$ cat src/rtl/mem_controller.sv
// mem_controller: round-robin arbiter relaying consumer memory requests to a single memory port
// Ports: clk/reset (async, active-low); consumer_read_* and consumer_write_* are flattened
// per-consumer valid/address/data request buses with registered ready/data responses;
// mem_read_* and mem_write_* form the single upstream memory port.
// Define MEM_CONTROLLER_WRITE_EN to build the write path; otherwise the block is read-only.
module mem_controller #(
  parameter int ADDR_BITS     = 8,
  parameter int DATA_BITS     = 16,
  parameter int NUM_CONSUMERS = 4
) (
  input  logic                               clk,
  input  logic                               reset,
  input  logic [NUM_CONSUMERS-1:0]           consumer_read_valid,
  input  logic [NUM_CONSUMERS*ADDR_BITS-1:0] consumer_read_address,
  output logic [NUM_CONSUMERS-1:0]           consumer_read_ready,
  output logic [NUM_CONSUMERS*DATA_BITS-1:0] consumer_read_data,
  input  logic [NUM_CONSUMERS-1:0]           consumer_write_valid,
  input  logic [NUM_CONSUMERS*ADDR_BITS-1:0] consumer_write_address,
  input  logic [NUM_CONSUMERS*DATA_BITS-1:0] consumer_write_data,
  output logic [NUM_CONSUMERS-1:0]           consumer_write_ready,
  output logic                               mem_read_valid,
  output logic [ADDR_BITS-1:0]               mem_read_address,
  input  logic                               mem_read_ready,
  input  logic [DATA_BITS-1:0]               mem_read_data,
  output logic                               mem_write_valid,
  output logic [ADDR_BITS-1:0]               mem_write_address,
  output logic [DATA_BITS-1:0]               mem_write_data,
  input  logic                               mem_write_ready
);
  localparam int CW = $clog2(NUM_CONSUMERS);
  localparam logic [2:0] IDLE          = 3'd0;
  localparam logic [2:0] READ_WAITING  = 3'd1;
  localparam logic [2:0] READ_RELAYING = 3'd2;
`ifdef MEM_CONTROLLER_WRITE_EN
  localparam logic [2:0] WRITE_WAITING  = 3'd3;
  localparam logic [2:0] WRITE_RELAYING = 3'd4;
`endif
  logic [2:0]                     state_q, state_d;
  logic [CW-1:0]                  rr_ptr_q, rr_ptr_d, grant_q, grant_d, pick, idx;
  logic                           found;
  logic [NUM_CONSUMERS-1:0]       req;
  logic                           mem_read_valid_q, mem_read_valid_d;
  logic [ADDR_BITS-1:0]           mem_read_address_q, mem_read_address_d;
  logic [NUM_CONSUMERS-1:0]       read_ready_q, read_ready_d;
  logic [NUM_CONSUMERS*DATA_BITS-1:0] read_data_q, read_data_d;
`ifdef MEM_CONTROLLER_WRITE_EN
  logic                           mem_write_valid_q, mem_write_valid_d;
  logic [ADDR_BITS-1:0]           mem_write_address_q, mem_write_address_d;
  logic [DATA_BITS-1:0]           mem_write_data_q, mem_write_data_d;
  logic [NUM_CONSUMERS-1:0]       write_ready_q, write_ready_d;
  assign req = consumer_read_valid | consumer_write_valid;
`else
  logic unused_write;
  assign req = consumer_read_valid;
  assign unused_write = ^{consumer_write_valid, consumer_write_address, consumer_write_data, mem_write_ready};
`endif
  always_comb begin
    state_d            = state_q;
    rr_ptr_d           = rr_ptr_q;
    grant_d            = grant_q;
    mem_read_valid_d   = mem_read_valid_q;
    mem_read_address_d = mem_read_address_q;
    read_ready_d       = read_ready_q;
    read_data_d        = read_data_q;
`ifdef MEM_CONTROLLER_WRITE_EN
    mem_write_valid_d   = mem_write_valid_q;
    mem_write_address_d = mem_write_address_q;
    mem_write_data_d    = mem_write_data_q;
    write_ready_d       = write_ready_q;
`endif
    // Scan from the farthest offset down so the requester closest to rr_ptr wins.
    found = 1'b0;
    pick  = '0;
    idx   = '0;
    for (int i = NUM_CONSUMERS - 1; i >= 0; i--) begin
      idx = CW'((int'(rr_ptr_q) + i) % NUM_CONSUMERS);
      if (req[idx]) begin
        found = 1'b1;
        pick  = idx;
      end
    end
    case (state_q)
      IDLE: if (found) begin
        grant_d = pick;
        if (consumer_read_valid[pick]) begin
          mem_read_valid_d   = 1'b1;
          mem_read_address_d = consumer_read_address[pick*ADDR_BITS +: ADDR_BITS];
          state_d            = READ_WAITING;
        end
`ifdef MEM_CONTROLLER_WRITE_EN
        else begin
          mem_write_valid_d   = 1'b1;
          mem_write_address_d = consumer_write_address[pick*ADDR_BITS +: ADDR_BITS];
          mem_write_data_d    = consumer_write_data[pick*DATA_BITS +: DATA_BITS];
          state_d             = WRITE_WAITING;
        end
`endif
      end
      READ_WAITING: if (mem_read_ready) begin
        read_data_d[grant_q*DATA_BITS +: DATA_BITS] = mem_read_data;
        mem_read_valid_d      = 1'b0;
        read_ready_d[grant_q] = 1'b1;
        state_d               = READ_RELAYING;
      end
      READ_RELAYING: if (!consumer_read_valid[grant_q]) begin
        read_ready_d = '0;
        rr_ptr_d     = CW'((int'(grant_q) + 1) % NUM_CONSUMERS);
        state_d      = IDLE;
      end
`ifdef MEM_CONTROLLER_WRITE_EN
      WRITE_WAITING: if (mem_write_ready) begin
        mem_write_valid_d      = 1'b0;
        write_ready_d[grant_q] = 1'b1;
        state_d                = WRITE_RELAYING;
      end
      WRITE_RELAYING: if (!consumer_write_valid[grant_q]) begin
        write_ready_d = '0;
        rr_ptr_d      = CW'((int'(grant_q) + 1) % NUM_CONSUMERS);
        state_d       = IDLE;
      end
`endif
      default: state_d = IDLE;
    endcase
  end
  always_ff @(posedge clk or negedge reset) begin
    if (!reset) begin
      state_q            <= IDLE;
      rr_ptr_q           <= '0;
      grant_q            <= '0;
      mem_read_valid_q   <= 1'b0;
      mem_read_address_q <= '0;
      read_ready_q       <= '0;
      read_data_q        <= '0;
`ifdef MEM_CONTROLLER_WRITE_EN
      mem_write_valid_q   <= 1'b0;
      mem_write_address_q <= '0;
      mem_write_data_q    <= '0;
      write_ready_q       <= '0;
`endif
    end else begin
      state_q            <= state_d;
      rr_ptr_q           <= rr_ptr_d;
      grant_q            <= grant_d;
      mem_read_valid_q   <= mem_read_valid_d;
      mem_read_address_q <= mem_read_address_d;
      read_ready_q       <= read_ready_d;
      read_data_q        <= read_data_d;
`ifdef MEM_CONTROLLER_WRITE_EN
      mem_write_valid_q   <= mem_write_valid_d;
      mem_write_address_q <= mem_write_address_d;
      mem_write_data_q    <= mem_write_data_d;
      write_ready_q       <= write_ready_d;
`endif
    end
  end
  assign consumer_read_ready = read_ready_q;
  assign consumer_read_data  = read_data_q;
  assign mem_read_valid      = mem_read_valid_q;
  assign mem_read_address    = mem_read_address_q;
`ifdef MEM_CONTROLLER_WRITE_EN
  assign consumer_write_ready = write_ready_q;
  assign mem_write_valid      = mem_write_valid_q;
  assign mem_write_address    = mem_write_address_q;
  assign mem_write_data       = mem_write_data_q;
`else
  assign consumer_write_ready = '0;
  assign mem_write_valid      = 1'b0;
  assign mem_write_address    = '0;
  assign mem_write_data       = '0;
`endif
endmodule

$ cat config.mk
export PLATFORM = sky130hd
export DESIGN_NAME = mem_controller
export DESIGN_NICKNAME = d
export VERILOG_FILES = /design/src/rtl/mem_controller.sv
export SDC_FILE = /design/constraint.sdc
export NUM_CORES = 1
export LEC_CHECK = 0
export CORE_UTILIZATION = 25
export CTS_BUF_LIST = sky130_fd_sc_hd__clkbuf_4
export CTS_CLUSTER_DIAMETER = 150
export DETAILED_ROUTE_END_ITERATION = 16
export PLACE_DENSITY = 0.69
export SETUP_SLACK_MARGIN = 0.1
export SLEW_MARGIN = 0
export SYNTH_ARGS = -nofsm -noshare
export SYNTH_HDL_FRONTEND = slang
export SYNTH_SLANG_ARGS = --single-unit
$ cat constraint.sdc
create_clock -name clk -period 1.73 [get_ports clk]
set_input_delay 0.346 -clock clk [delete_from_list [all_inputs] [get_ports clk]]
set_output_delay 0.346 -clock clk [all_outputs]
set_load 0.02 [all_outputs]
==> results of run 1 <==
==> placed cells by master (no fill, tap or decap), drive strengths merged, types with 2 or more instances in the layout <==
cell	instances
a21oi	5
buf	34
bufinv	4
clkbuf	13
clkdlybuf4s15	3
clkdlybuf4s50	53
clkinv	2
conb	29
dfrtp	83
dlygate4sd2	73
ha	7
inv	6
mux2i	18
nand2	143
nand2b	2
nor2	8
nor3	3
nor3b	4
o21ai	68
o221ai	8
==> cell families after synthesis <==
group                      count (synthesis)
adders and majority gates                  7
other                                      1
and+or+nand+nor                          163
buffers and inverters                     55
muxes                                     20
AOI/OAI and AO/OA                         85
DFF                                       83
==> worst max-delay path, stage by stage, from the launching register on <==
cell and delay, ns:
dfrtp_2 0.41, clkinvlp_4 0.16, ha_4 0.35, nor3b_4 0.22, buf_6 0.13, clkbuf_16 0.17
nand2_4 0.05, o21ai_1 0.13
==> routing by layer <==
metal / up-vias / wire (um) / global-route usage, %
li1: 1640 / - / -
met1: 1573 / 4751 / 17.10
met2: 116 / 5432 / 23.37
met3: 11 / 888 / 5.567
met4: 0 / 121 / 4.252
met5: - / 0 / 0
==> sequential cells by signal, indices dropped and copies added, names as in the netlist <==
signal,flops
consumer_read_data,64
consumer_read_ready,4
grant_q,2
mem_read_address,8
mem_read_valid,1
rr_ptr_q,2
state_q,2
==> through the flow <==
step / hold WS [ns] / total power [W] / TNS, ns / worst slack, ns / util [%]
6_report: 0.3971 / 0.01025 / 0 / 0.04704 / 41.01
5_1_grt: 0.4101 / 0.01096 / -0.1395 / -0.02360 / 41.01
4_1_cts: 0.3689 / 0.009458 / 0 / 0.04105 / 38.00
3_5_place_dp: 0.3428 / 0.008199 / -5.212 / -0.4029 / 36.90
3_3_place_gp: 0.3406 / 0.008124 / -4.743 / -0.3811 / 36.90
2_1_floorplan: 0.05041 / 0.005841 / -0.7545 / -0.05283 / -
==> power groups by stage <==
stage	Sequential, W	Combinational (W)	Clock [W]
3_5_place_dp	0.00314	0.00506	0
5_1_grt	0.00317	0.00607	0.00172
6_report	0.00307	0.00559	0.00159
3_3_place_gp	0.00313	0.00500	0
4_1_cts	0.00308	0.00472	0.00166
2_1_floorplan	0.00390	0.00194	0
==> cell type report <==
class | count | area [um2] | share of cell area [%]
Clock inverter | 7 | 138.9 | 2.236
Timing Repair Buffer | 168 | 1710 | 27.54
Multi-Input combinational cell | 304 | 1953 | 31.45
Sequential cell | 83 | 2079 | 33.48
Clock buffer | 9 | 67.56 | 1.088
Tap cell | 188 | 235.2 | 3.787
Inverter | 6 | 26.28 | 0.4230
==> final timing paths <==
check,endpoint,slack (ns),cells past startpoint
min in group clk,consumer_read_data[22],0.49,2
worst min register to register,consumer_read_data[22],0.49,2
max in group asynchronous,grant_q[0],0.76,3
worst max-delay path,consumer_read_data[27],0.05,7
worst max register to register,consumer_read_data[27],0.05,7
worst min-delay path,consumer_read_data[43],0.40,2
==> what timing repair did <==
item | in CTS | in global routing
setup endpoints to repair | 124 | 58
pin swaps | 1 | 33
hold buffers | 1 | 0
gates cloned | 0 | 3
buffers inserted | 3 | 7
hold endpoints to repair | 34 | 0
resized for setup | 82 | 127
==> impl_results.md, run 1 <==
- Core Area: 15150 um2
- Max Cap Viol: 0
- Initial antenna violation count: 0
- Period minus WS final: 1.683 ns
- DR vias/cell: 4.366
- First-pass GRT wire length: 17280 um
- Setup crit start: grant_q[0]
- Fmax: 0.5942 GHz
- Die extent in y: 126.5 um
- Combinational family with the most area after synthesis: simple AND/OR/NAND/NOR gates
- Slew Viols, Final: 0
- CTS Buf Count: 9
- DRT Pass-1 Iters: 4
- Pwr dens: 1650 nW/um2
- Switch share: 41.44%
- P&R area growth vs syn: 60.39%
- Yosys cell types: 31
- Horiz. Die Dim: 126.5 um
- Pin count of the biggest net entering global routing: 38
- Synth warn: 0
- Total Routing Usage GR: 14.20%
- Synth Cell Area: 3872 um2
- Worst-skew pair later-pin latency: 0.45 ns
- CTS tree: done
- IO buf count: 131
- Crit. End Element: register
- Clock power share: 15.6%
- Pleak: 3.088 nW
- Post-synth EDFFs: 0
- Vias in the first global route: 3196
- Worst flop-to-flop path startpoint: grant_q[0]
- Main synth FF type: dfrtp_1
- Post-synthesis mux area share: 5.525%
- Comb pwr share: 54.5%
- ANT cells: 0
- RSZ-0062 raised after global routing: true
- # H-tree levels: 3
- Initial cell density of the core: 25.57%
- Cell with the most instances after synthesis: nand2_1
- Routed length per instance: 14.63 um
- Cell accounting for the most synthesized area: dfrtp_1
- Sw Pwr: 0.004248 W
- Layout cell share with drive strength beyond 1: 24.61%
- Worst path required time: 2.11 ns
- # clock sinks: 83
- Worst ir drop on vdd: 0.6832 mV
- Synth async-reset ratio: 100.0%
- Arr. time, crit path: 2.07 ns
- Clock transition at path regs: 0.14 ns
- Final WL: 11190 um
- Synth top area share: 53.63%
- Vias: 3340
- Sequential-to-total area share from yosys stat: 53.63%
- CTS max path bufs: 2
- Dpl cells: 735
- Setup Viol. Count Final: 0
- Avg Inst Size Synth: 9.354 um2
- Grt total ovfl: 0
- Fin. Hold Viols: 0
- Xor-xnor portion of the synthesized cell area: 0%
- CTS Root Cell: clkbuf_4
- Fill count: 1524
- DRC: 0
- CP Max Fanout: 8
- Synth top area cells: dfrtp_1, nand2_1, o21ai_0
- CP Class: register to register
- Mapped Cells: 414
- Synth cell count leaders: nand2_1, dfrtp_1, o21ai_0
- Ports: 262
- Post-DP Area: 5589 um2
- Final Non-Filler Cells: 765
- Design area: 6211 um2
- Skew final: 0.01319 ns
- Dpl hpwl: 7866 um
- Crit share post-route: 97.28%
- DRT iter0 DRCs: 93
- Status: finished clean
- Antenna-violating nets left: 0
- # rows: 45
- Hold Crit Class: input port to async pin
- Startpoint types: register
- # nets final: 735
- Die ar.: 15990 um2
- Synth Area in Compound Gates: 12.12%
- GP Congestion: 0.8080
- Synth Register Bits: 83
- Reg power frac: 29.9%
- Post-synthesis adder-cell area fraction: 2.262%
- Simple-Gate Fraction of Synth Area: 17.51%
- Internal: 0.006002 W
Note: power is estimated with default switching activity, not from simulation.
==> run 2, diff against run 1 <==
- RECOVER_POWER: not set -> 100
==> run 2 against run 1 <==
Compared with the run above:
- sequential share of layout area increased by 1.2 points
- register-to-register slack about the same
- count of clock-buffer cells in the layout did not move
- setup slack got worse by 0.0096 ns
- first-iteration DRC count is 17% higher
- global-route usage stayed put
- clock skew down 0.00071 ns
- worst hold slack better by 0.094 ns
- combinational power is 8.4% lower
- non-clock buffer count stayed put
- via count is 0.24% higher
- critical endpoint is now consumer_read_data[43]
- largest cell class unchanged
- highest routed layer unchanged
==> impl_results.md, run 2 (synthesized netlist as in run 1, its figures left out) <==
- Design area: 6000 um2 (was 6211 um2)
- CTS tree: done (unchanged)
- Slew Viols, Final: 0 (unchanged)
- Fin. Hold Viols: 0 (unchanged)
- CP max stage delay: 0.41 ns (about the same)
- Post-DP Area: 5589 um2 (unchanged)
- CP bufs+invs: 3 (unchanged)
- Horiz. Die Dim: 126.5 um (unchanged)
- Worst-path cell chain: clkinvlp_4, ha_4, nor3b_2, buf_6, buf_4, nand2_2, o21ai_1 (was clkinvlp_4, ha_4, nor3b_4, buf_6, clkbuf_16, nand2_4, o21ai_1)
- Max Cap Viol: 0 (unchanged)
- Vias: 3348 (was 3340)
- CP Max Fanout: 8 (unchanged)
- Die extent in y: 126.5 um (unchanged)
- Worst-skew pair later-pin latency: 0.45 ns (about the same)
- Die ar.: 15990 um2 (unchanged)
- Core Area: 15150 um2 (unchanged)
- # rows: 45 (unchanged)
- Pwr dens: 1631 nW/um2 (was 1650 nW/um2)
- Crit share post-route: 97.84% (was 97.28%)
- Most common cell after layout, fill and taps aside: nand2_1 (unchanged)
- Pleak: 3.021 nW (was 3.088 nW)
- Initial antenna violation count: 0 (unchanged)
- ANT cells: 0 (unchanged)
- Antenna-violating nets left: 0 (unchanged)
- Final WL: 11230 um (was 11190 um)
- Period minus WS final: 1.693 ns (was 1.683 ns)
- Max reg flops: 64 (unchanged)
- RSZ-0062 raised after global routing: true (unchanged)
- CTS max path bufs: 2 (unchanged)
- Hold Crit Class: register to register (was input port to async pin)
- CTS Root Cell: clkbuf_4 (unchanged)
- CP top delay family: buffers and inverters (unchanged)
- Slowest stage cell, crit path: dfrtp_2 (unchanged)
- Commonest non-fill, non-tap cells in the layout: nand2_1, dfrtp_1, dlygate4sd2_1, clkdlybuf4s50_1, o21ai_1 (unchanged)
- Fmax: 0.5908 GHz (was 0.5942 GHz)
- GP Congestion: 0.8080 (unchanged)
- Worst ir drop on vdd: 0.6693 mV (was 0.6832 mV)
- Startpoint types: register (unchanged)
- Slew headroom: 37.65%
- First-pass GRT wire length: 17280 um (unchanged)
- Worst path required time: 2.12 ns (was 2.11 ns)
- Skew final: 0.01248 ns (was 0.01319 ns)
- DRC: 0 (unchanged)
- Total Routing Usage GR: 14.20% (unchanged)
- Clock transition at path regs: 0.14 ns (about the same)
- CP Class: register to register (unchanged)
- Vias in the first global route: 3196 (unchanged)
- IO buf count: 131 (unchanged)
- # nets final: 735 (unchanged)
- Crit. End Element: register (unchanged)
- DR vias/cell: 4.376 (was 4.366)
- # clock sinks: 83 (unchanged)
- DRT iter0 DRCs: 109 (was 93)
- Ports: 262 (unchanged)
- Arr. time, crit path: 2.08 ns (was 2.07 ns)
- Total design power: 0.009788 W (was 0.01025 W)
- CTS Buf Count: 9 (unchanged)
- Grt total ovfl: 0 (unchanged)
- Layout cell share with drive strength beyond 1: 20.45% (was 24.61%)
- DRT Pass-1 Iters: 4 (unchanged)
- Setup Viol. Count Final: 0 (unchanged)
- Routed length per instance: 14.68 um (was 14.63 um)
- Initial cell density of the core: 25.57% (unchanged)
- Dpl hpwl: 7866 um (unchanged)
- # H-tree levels: 3 (unchanged)
- P&R area growth vs syn: 54.93% (was 60.39%)
- Slew @ Worst Pin: 0.9353 ns
- Status: finished clean (unchanged)
- Worst R2R Setup Slack: 0.04 ns (was 0.05 ns)
- Pin count of the biggest net entering global routing: 38 (unchanged)
run 2: cell types whose count changed in the layout (fill, tap and decap cells not counted), sizes merged:
cell | previous run | this run
dlygate4sd3 | 1 | 2
clkbuf | 13 | 15
clkdlybuf4s50 | 53 | 52
dlygate4sd2 | 73 | 76
buf | 34 | 32
clkdlybuf4s15 | 3 | 0
run 2: worst paths after layout:
| kind | from | endpoint | cells after the start |
|---|---|---|---|
| max in group asynchronous | reset | grant_q[0] | 3 |
| min | consumer_read_data[22] | consumer_read_data[22] | 2 |
| min reg2reg | consumer_read_data[22] | consumer_read_data[22] | 2 |
| min in group asynchronous | reset | consumer_read_data[43] | 2 |
| max | grant_q[0] | consumer_read_data[43] | 7 |
| max reg2reg | grant_q[0] | consumer_read_data[43] | 7 |
run 2: through the flow:
stage	setup TNS, ns	util (%)	std cells	hold slack [ns]	setup slack, ns
global placement	-4.743	36.90	735	0.3406	-0.3811
floorplan	-0.7545	-	442	0.05041	-0.05283
global route	-0.3430	39.61	765	0.5195	-0.02686
detailed placement	-5.212	36.90	735	0.3428	-0.4029
finish	0	39.61	765	0.4915	0.03742
CTS	0	38.00	755	0.3689	0.04105
run 2: layout make-up:
type                    instances  area [um2]
flip-flops and latches         83        2079
fillers                      1571        9146
clock inverters                 7       138.9
well taps                     188       235.2
inverters                       6       26.28
multi-input cells             304        1871
clock buffers                   9       67.56
repair buffers                168        1582
run 2: report_power, final:
group	total, W	switching [W]	internal, W
clock	0.00160	0.000721	0.000877
sequential	0.00307	0.000424	0.00264
combinational	0.00512	0.00297	0.00215
total	0.00979	0.00411	0.00567
run 2: worst min-delay path, cell delays in order, from the launching register on:
cell and delay, ns:
dfrtp_1 0.36, nand2_1 0.06, o21ai_2 0.05
run 2: metal layers:
layer	routed length (um)	share of wire, %	vias to the layer above	GRT usage [%]
met5	0	0	-	0
met1	4752	42	1570	17.10
met2	5443	48	129	23.37
met4	122	1.1	0	4.252
met3	911	8.1	11	5.567
li1	-	-	1638	-
run 2: repair_timing:
action | 4_1_cts | 5_1_grt
cloned | 0 | 3
pin swaps | 1 | 33
setup buffers | 3 | 7
hold buffers | 1 | 0
endpoints found under the hold margin | 34 | 0
setup endpoints to repair | 124 | 58
resized for setup | 82 | 127
